## src/rtl/ram_arb2_ctrl.sv

```systemverilog
// ram_arb2_ctrl: two-requester arbiter and sequencer for one single-port,
// synchronous-read RAM.
//
// Each requester issues reads and writes over a valid/ready handshake. At most
// one request is granted per cycle; the granted request drives the RAM port.
// Read data comes back the cycle after the grant on a per-port valid/ready
// response channel. If the consumer stalls, the data is captured into a
// per-port hold register.
//
// Configuration macro:
//   RAM_ARB_FIXED_PRIO_EN - when defined, port 0 always wins contention and
//                           no round-robin pointer exists. When undefined
//                           (the default), contention is resolved round-robin.
//
// Ports:
//   clock, resetn                 clock; asynchronous active-low reset
//   req{0,1}_valid/_we/_addr/_wdata/_ready   request channels
//   rsp{0,1}_valid/_rdata/_ready             read response channels
//   ram_addr/_din/_we (out), ram_dout (in)   RAM port
module ram_arb2_ctrl #(
  parameter int unsigned AWIDTH = 3,
  parameter int unsigned DWIDTH = 32
) (
  input  logic              clock,
  input  logic              resetn,
  input  logic              req0_valid,
  input  logic              req0_we,
  input  logic [AWIDTH-1:0] req0_addr,
  input  logic [DWIDTH-1:0] req0_wdata,
  output logic              req0_ready,
  output logic              rsp0_valid,
  output logic [DWIDTH-1:0] rsp0_rdata,
  input  logic              rsp0_ready,
  input  logic              req1_valid,
  input  logic              req1_we,
  input  logic [AWIDTH-1:0] req1_addr,
  input  logic [DWIDTH-1:0] req1_wdata,
  output logic              req1_ready,
  output logic              rsp1_valid,
  output logic [DWIDTH-1:0] rsp1_rdata,
  input  logic              rsp1_ready,
  output logic [AWIDTH-1:0] ram_addr,
  output logic [DWIDTH-1:0] ram_din,
  output logic              ram_we,
  input  logic [DWIDTH-1:0] ram_dout
);

  typedef enum logic [1:0] {StEmpty, StFirst, StHeld} rsp_st_e;

  rsp_st_e           st_q   [2];
  rsp_st_e           st_d   [2];
  logic [DWIDTH-1:0] hold_q [2];
  logic [DWIDTH-1:0] hold_d [2];

  logic [1:0] elig;
  logic [1:0] gnt;
  logic [1:0] rd_gnt;
  logic [1:0] rsp_vld;
  logic [1:0] rsp_rdy;
  logic [1:0] req_we;

  assign req_we  = {req1_we, req0_we};
  assign rsp_rdy = {rsp1_ready, rsp0_ready};

  always_comb begin
    for (int i = 0; i < 2; i++) begin
      rsp_vld[i] = (st_q[i] != StEmpty);
    end
  end

  // A read may only be accepted if its response slot is free or being freed
  // this cycle; writes produce no response, so they are never held back.
  assign elig[0] = req0_valid & (req0_we | ~rsp_vld[0] | rsp0_ready);
  assign elig[1] = req1_valid & (req1_we | ~rsp_vld[1] | rsp1_ready);

`ifdef RAM_ARB_FIXED_PRIO_EN
  always_comb begin
    gnt    = '0;
    gnt[0] = elig[0];
    gnt[1] = elig[1] & ~elig[0];
    // No grant while reset is held so the RAM is never written in reset.
    if (!resetn) gnt = '0;
  end
`else
  logic rr_q;
  logic rr_d;

  always_comb begin
    gnt    = '0;
    gnt[0] = elig[0] & (~elig[1] | ~rr_q);
    gnt[1] = elig[1] & (~elig[0] |  rr_q);
    if (!resetn) gnt = '0;
  end

  always_comb begin
    rr_d = rr_q;
    if (gnt[0]) begin
      rr_d = 1'b1;
    end else if (gnt[1]) begin
      rr_d = 1'b0;
    end
  end

  always_ff @(posedge clock or negedge resetn) begin
    if (!resetn) begin
      rr_q <= 1'b0;
    end else begin
      rr_q <= rr_d;
    end
  end
`endif

  assign rd_gnt     = gnt & ~req_we;
  assign req0_ready = gnt[0];
  assign req1_ready = gnt[1];

  always_comb begin
    ram_we   = 1'b0;
    ram_addr = '0;
    ram_din  = '0;
    if (gnt[0]) begin
      ram_we   = req0_we;
      ram_addr = req0_addr;
      ram_din  = req0_wdata;
    end else if (gnt[1]) begin
      ram_we   = req1_we;
      ram_addr = req1_addr;
      ram_din  = req1_wdata;
    end
  end

  // Response FSM per port. FIRST forwards ram_dout directly; if the consumer
  // stalls, the data is captured because the RAM output may change next cycle.
  always_comb begin
    for (int i = 0; i < 2; i++) begin
      st_d[i]   = st_q[i];
      hold_d[i] = hold_q[i];
      unique case (st_q[i])
        StEmpty: begin
          if (rd_gnt[i]) st_d[i] = StFirst;
        end
        StFirst: begin
          if (rsp_rdy[i]) begin
            st_d[i] = rd_gnt[i] ? StFirst : StEmpty;
          end else begin
            hold_d[i] = ram_dout;
            st_d[i]   = StHeld;
          end
        end
        StHeld: begin
          if (rsp_rdy[i]) st_d[i] = rd_gnt[i] ? StFirst : StEmpty;
        end
        default: st_d[i] = StEmpty;
      endcase
    end
  end

  always_ff @(posedge clock or negedge resetn) begin
    if (!resetn) begin
      for (int i = 0; i < 2; i++) begin
        st_q[i]   <= StEmpty;
        hold_q[i] <= '0;
      end
    end else begin
      for (int i = 0; i < 2; i++) begin
        st_q[i]   <= st_d[i];
        hold_q[i] <= hold_d[i];
      end
    end
  end

  always_comb begin
    rsp0_valid = rsp_vld[0];
    rsp1_valid = rsp_vld[1];
    rsp0_rdata = '0;
    rsp1_rdata = '0;
    if (st_q[0] == StFirst) begin
      rsp0_rdata = ram_dout;
    end else if (st_q[0] == StHeld) begin
      rsp0_rdata = hold_q[0];
    end
    if (st_q[1] == StFirst) begin
      rsp1_rdata = ram_dout;
    end else if (st_q[1] == StHeld) begin
      rsp1_rdata = hold_q[1];
    end
  end

endmodule
```

## config.mk

```make
export PLATFORM = sky130hd
export DESIGN_NAME = ram_arb2_ctrl
export DESIGN_NICKNAME = d
export VERILOG_FILES = /design/src/rtl/ram_arb2_ctrl.sv
export SDC_FILE = /design/constraint.sdc
export NUM_CORES = 1
export LEC_CHECK = 0
export CORE_UTILIZATION = 43
export CTS_BUF_LIST = sky130_fd_sc_hd__clkbuf_4
export CTS_CLUSTER_SIZE = 40
export DETAILED_ROUTE_END_ITERATION = 8
export PLACE_DENSITY = 0.95
export SYNTH_ARGS = -nofsm -noshare
export SYNTH_HDL_FRONTEND = slang
export SYNTH_SLANG_ARGS = --single-unit
```

## constraint.sdc

```tcl
create_clock -name clock -period 3.5 [get_ports clock]
set_clock_uncertainty 0.05 [all_clocks]
set_input_delay 0.525 -clock clock [delete_from_list [all_inputs] [get_ports clock]]
set_output_delay 0.525 -clock clock [all_outputs]
set_load 0.03 [all_outputs]
```

==> metrics.md <==
| Metric | Value |
|---|---|
| Status | `completed` |
| GRT overflow | `0` |
| Fin cells | `609` |
| Final nets | `609` |
| Post-synth EDFFs | `0` |
| Area of the mapped netlist | `3740 um2` |
| Layout cells sized above 1 | `0.292` |
| Inst Count DP | `593` |
| Global Route Usage Sum | `0.283` |
| Area delta synth->final | `61.5%` |
| Num CTS Buffers | `9` |
| Register area share after synthesis | `0.462` |
| Final min period | `2990 ps` |
| Initial antenna violation count | `0` |
| Worst-path clk slew | `120 ps` |
| Post-CTS Setup Bufs | `0` |
| Fmax | `335 MHz` |
| Tot Pwr | `2.72 mW` |
| Mapped Cells | `293` |
| RSZ-0062 raised after global routing | `false` |
| Final Hold Fails | `0` |
| Main combinational cell family by area after synthesis | `compound AO/OA/AOI/OAI gates` |
| CTS tree | `done` |
| Core area | `8300 um2` |
| Setup TNS | `0 ps` |
| Filler cells | `549` |
| Distinct cells, synth | `27` |
| Critical Path RT | `2920 ps` |
| Number of port buffers | `213` |
| Adder-cell share of the synthesized area | `0.00535` |
| Synth async-reset ratio | `1.00` |
| Endpoints failing setup | `0` |
| Critical Path Start Type | `flip-flop` |
| H-tree Lvls | `3` |
| Largest net degree at the start of global routing | `70` |
| Die extent in x | `95.3 um` |
| Post-synth net total | `403` |
| Share of the synthesized area in the top cell type | `0.462` |
| IO Pins | `214` |
| Vias per std cell | `5.67` |
| Multi-input logic area | `1850 um2` |
| DRC viols | `0` |
| Rows | `33` |
| Die H | `95.3 um` |
| Final period utilization | `0.854` |
| TritonCTS Sinks | `69` |
| Post-route ant nets | `0` |
| Worst skew pair latency | `390 ps` |
| Commonest cells in the synthesized netlist | `a22o_1 (91), dfrtp_1 (69), mux2_2 (64)` |
| Area post-placement | `5870 um2` |
| Yosys warnings | `0` |
| Die area | `9080 um2` |
| Most common cell in the netlist | `a22o_1` |
| Diode count | `0` |
| Mux cell area share after synthesis | `0.193` |
| # resized after CTS | `0` |
| CP Max Fanout | `27` |
| Hold Buf Count CTS | `0` |
| Largest area contributor in the netlist | `dfrtp_1` |
| Final setup margin | `512 ps` |
| Initial DRC count | `83` |
| Synth Register Bits | `69` |
| Area contributors post-synth | `dfrtp_1 (46%), a22o_1 (21%), mux2_2 (19%), a22o_2 (2.1%), buf_6 (2.1%)` |
| Root buffer cell | `clkbuf_4` |
| Final non-filler cell area | `6040 um2` |
| CTS Buffer Depth | `2` |
| Max Cap Viol | `0` |
| Setup crit end kind | `output port` |
| Compound-Gate Fraction of Synth Area | `0.253` |
| Seq. cell area | `1730 um2` |
| Initial Utilization | `0.451` |
| Xor-xnor portion of the synthesized cell area | `0` |
| Synth Area per Inst | `12.8 um2` |
| Max_slew headroom | `0.408` |
| WL/cell | `20.5 um` |
| Final Wtd Congestion | `0.791` |
| DP Worst Slack | `597 ps` |
| First-pass GRT wire length | `19100 um` |
| CP Class | `flip-flop to output port` |
| HP Class | `input port to asynchronous set/reset pin` |
| Final Max Tran Viols | `0` |
| Worst slew pin tran | `888 ps` |
| Vias in the first global route | `3838` |
| Drt pass-1 iters | `4` |
| Total routed wirelength | `12500 um` |
| Power Density | `450 nW/um2` |
| Top_reg_cell synth | `dfrtp_1` |
| DR vias | `3452` |
| Hpwl dp | `9100 um` |
| CP arrival | `2410 ps` |
| Post-Synth Simple-Gate Area | `0.0378` |
| Pleak | `2.55 nW` |
| Peak supply drop | `316 uV` |
## through the flow
step                      utilization  hold WS, ps
final                           0.728          328
after global routing            0.728          391
after CTS                       0.728          344
after detailed placement        0.708          447
after global placement          0.708          440
after floorplan                     -          179
## final cells by class
cell class,instances,share of cell area
clock buffers,11,0.0137
clock inverters,5,0.0141
inverters,3,0.00186
multi-input cells,192,0.306
flip-flops and latches,69,0.286
well taps,105,0.0217
repair buffers,224,0.357
## logic make-up (layout without fill, tap and decap cells)
group / Yosys count / after routing
buffers and inverters: 32 / 243
multiplexers: 64 / 64
adder cells (fa/ha/maj): 2 / 2
AO/OA/AOI/OAI: 106 / 106
AND/OR/NAND/NOR: 20 / 20
flip-flops: 69 / 69
## report_power, final
part           total, mW  switching (mW)  leakage, nW  internal, mW
Clock              0.606           0.297       0.0873         0.308
Sequential          1.18           0.143        0.842          1.04
Combinational      0.928           0.427         1.62         0.501
Total               2.72           0.868         2.55          1.85
## metal layers
metal	track usage	vias up	routed length (um)
met4	0.101	0	253
met2	0.529	167	6580
met3	0.0949	24	1180
li1	-	1553	-
met1	0.291	1708	4500
met5	0	-	0
## registers in the layout (all words and copies together) (netlist names)
register and flops:
hold_q 64, st_q 4, rr_q 1
## path summary, 6_finish.rpt
kind	slack (ps)	endpoint	from	cells after the start
max in group asynchronous	2490	hold_q[27]$_DFFE_PN0P_	resetn	2
min	330	hold_q[45]$_DFFE_PN0P_	resetn	2
min reg2reg	470	hold_q[17]$_DFFE_PN0P_	hold_q[17]$_DFFE_PN0P_	1
min in group clock	470	hold_q[17]$_DFFE_PN0P_	hold_q[17]$_DFFE_PN0P_	1
max	510	rsp1_rdata[18]	st_q[1]$_DFFE_PN0P_	4
max reg2reg	1660	hold_q[35]$_DFFE_PN0P_	st_q[3]$_DFFE_PN0P_	3
## critical path, cell delays in order (launching register included)
cell             delay (ps)
dfrtp_1                 460
and2b_1                 420
buf_12                  230
a22o_1                  190
clkdlybuf4s50_1         700
## layout by cell type (no fill, tap or decap)
cell type	instances
clkinvlp_4	1
and2b_1	1
clkinv_4	2
maj3_1	2
nor2_1	3
and3_1	1
nor3b_4	2
a22o_1	91
o21a_1	2
mux2_2	64
nand2b_1	1
nor4_1	1
a22o_2	8
nor2b_2	3
nor3b_2	1
nor2_2	1
o311ai_4	1
a21oi_1	2
nor3_1	1
clkdlybuf4s50_1	175
or2_1	1
nor3_4	1
a32o_1	1
dfrtp_1	69
buf_2	1
buf_4	45
clkbuf_4	11
inv_1	3
bufinv_16	2
nand2_1	2
buf_12	3
and2_1	1
a21oi_2	1
Power figures use the tool's default switching activity.
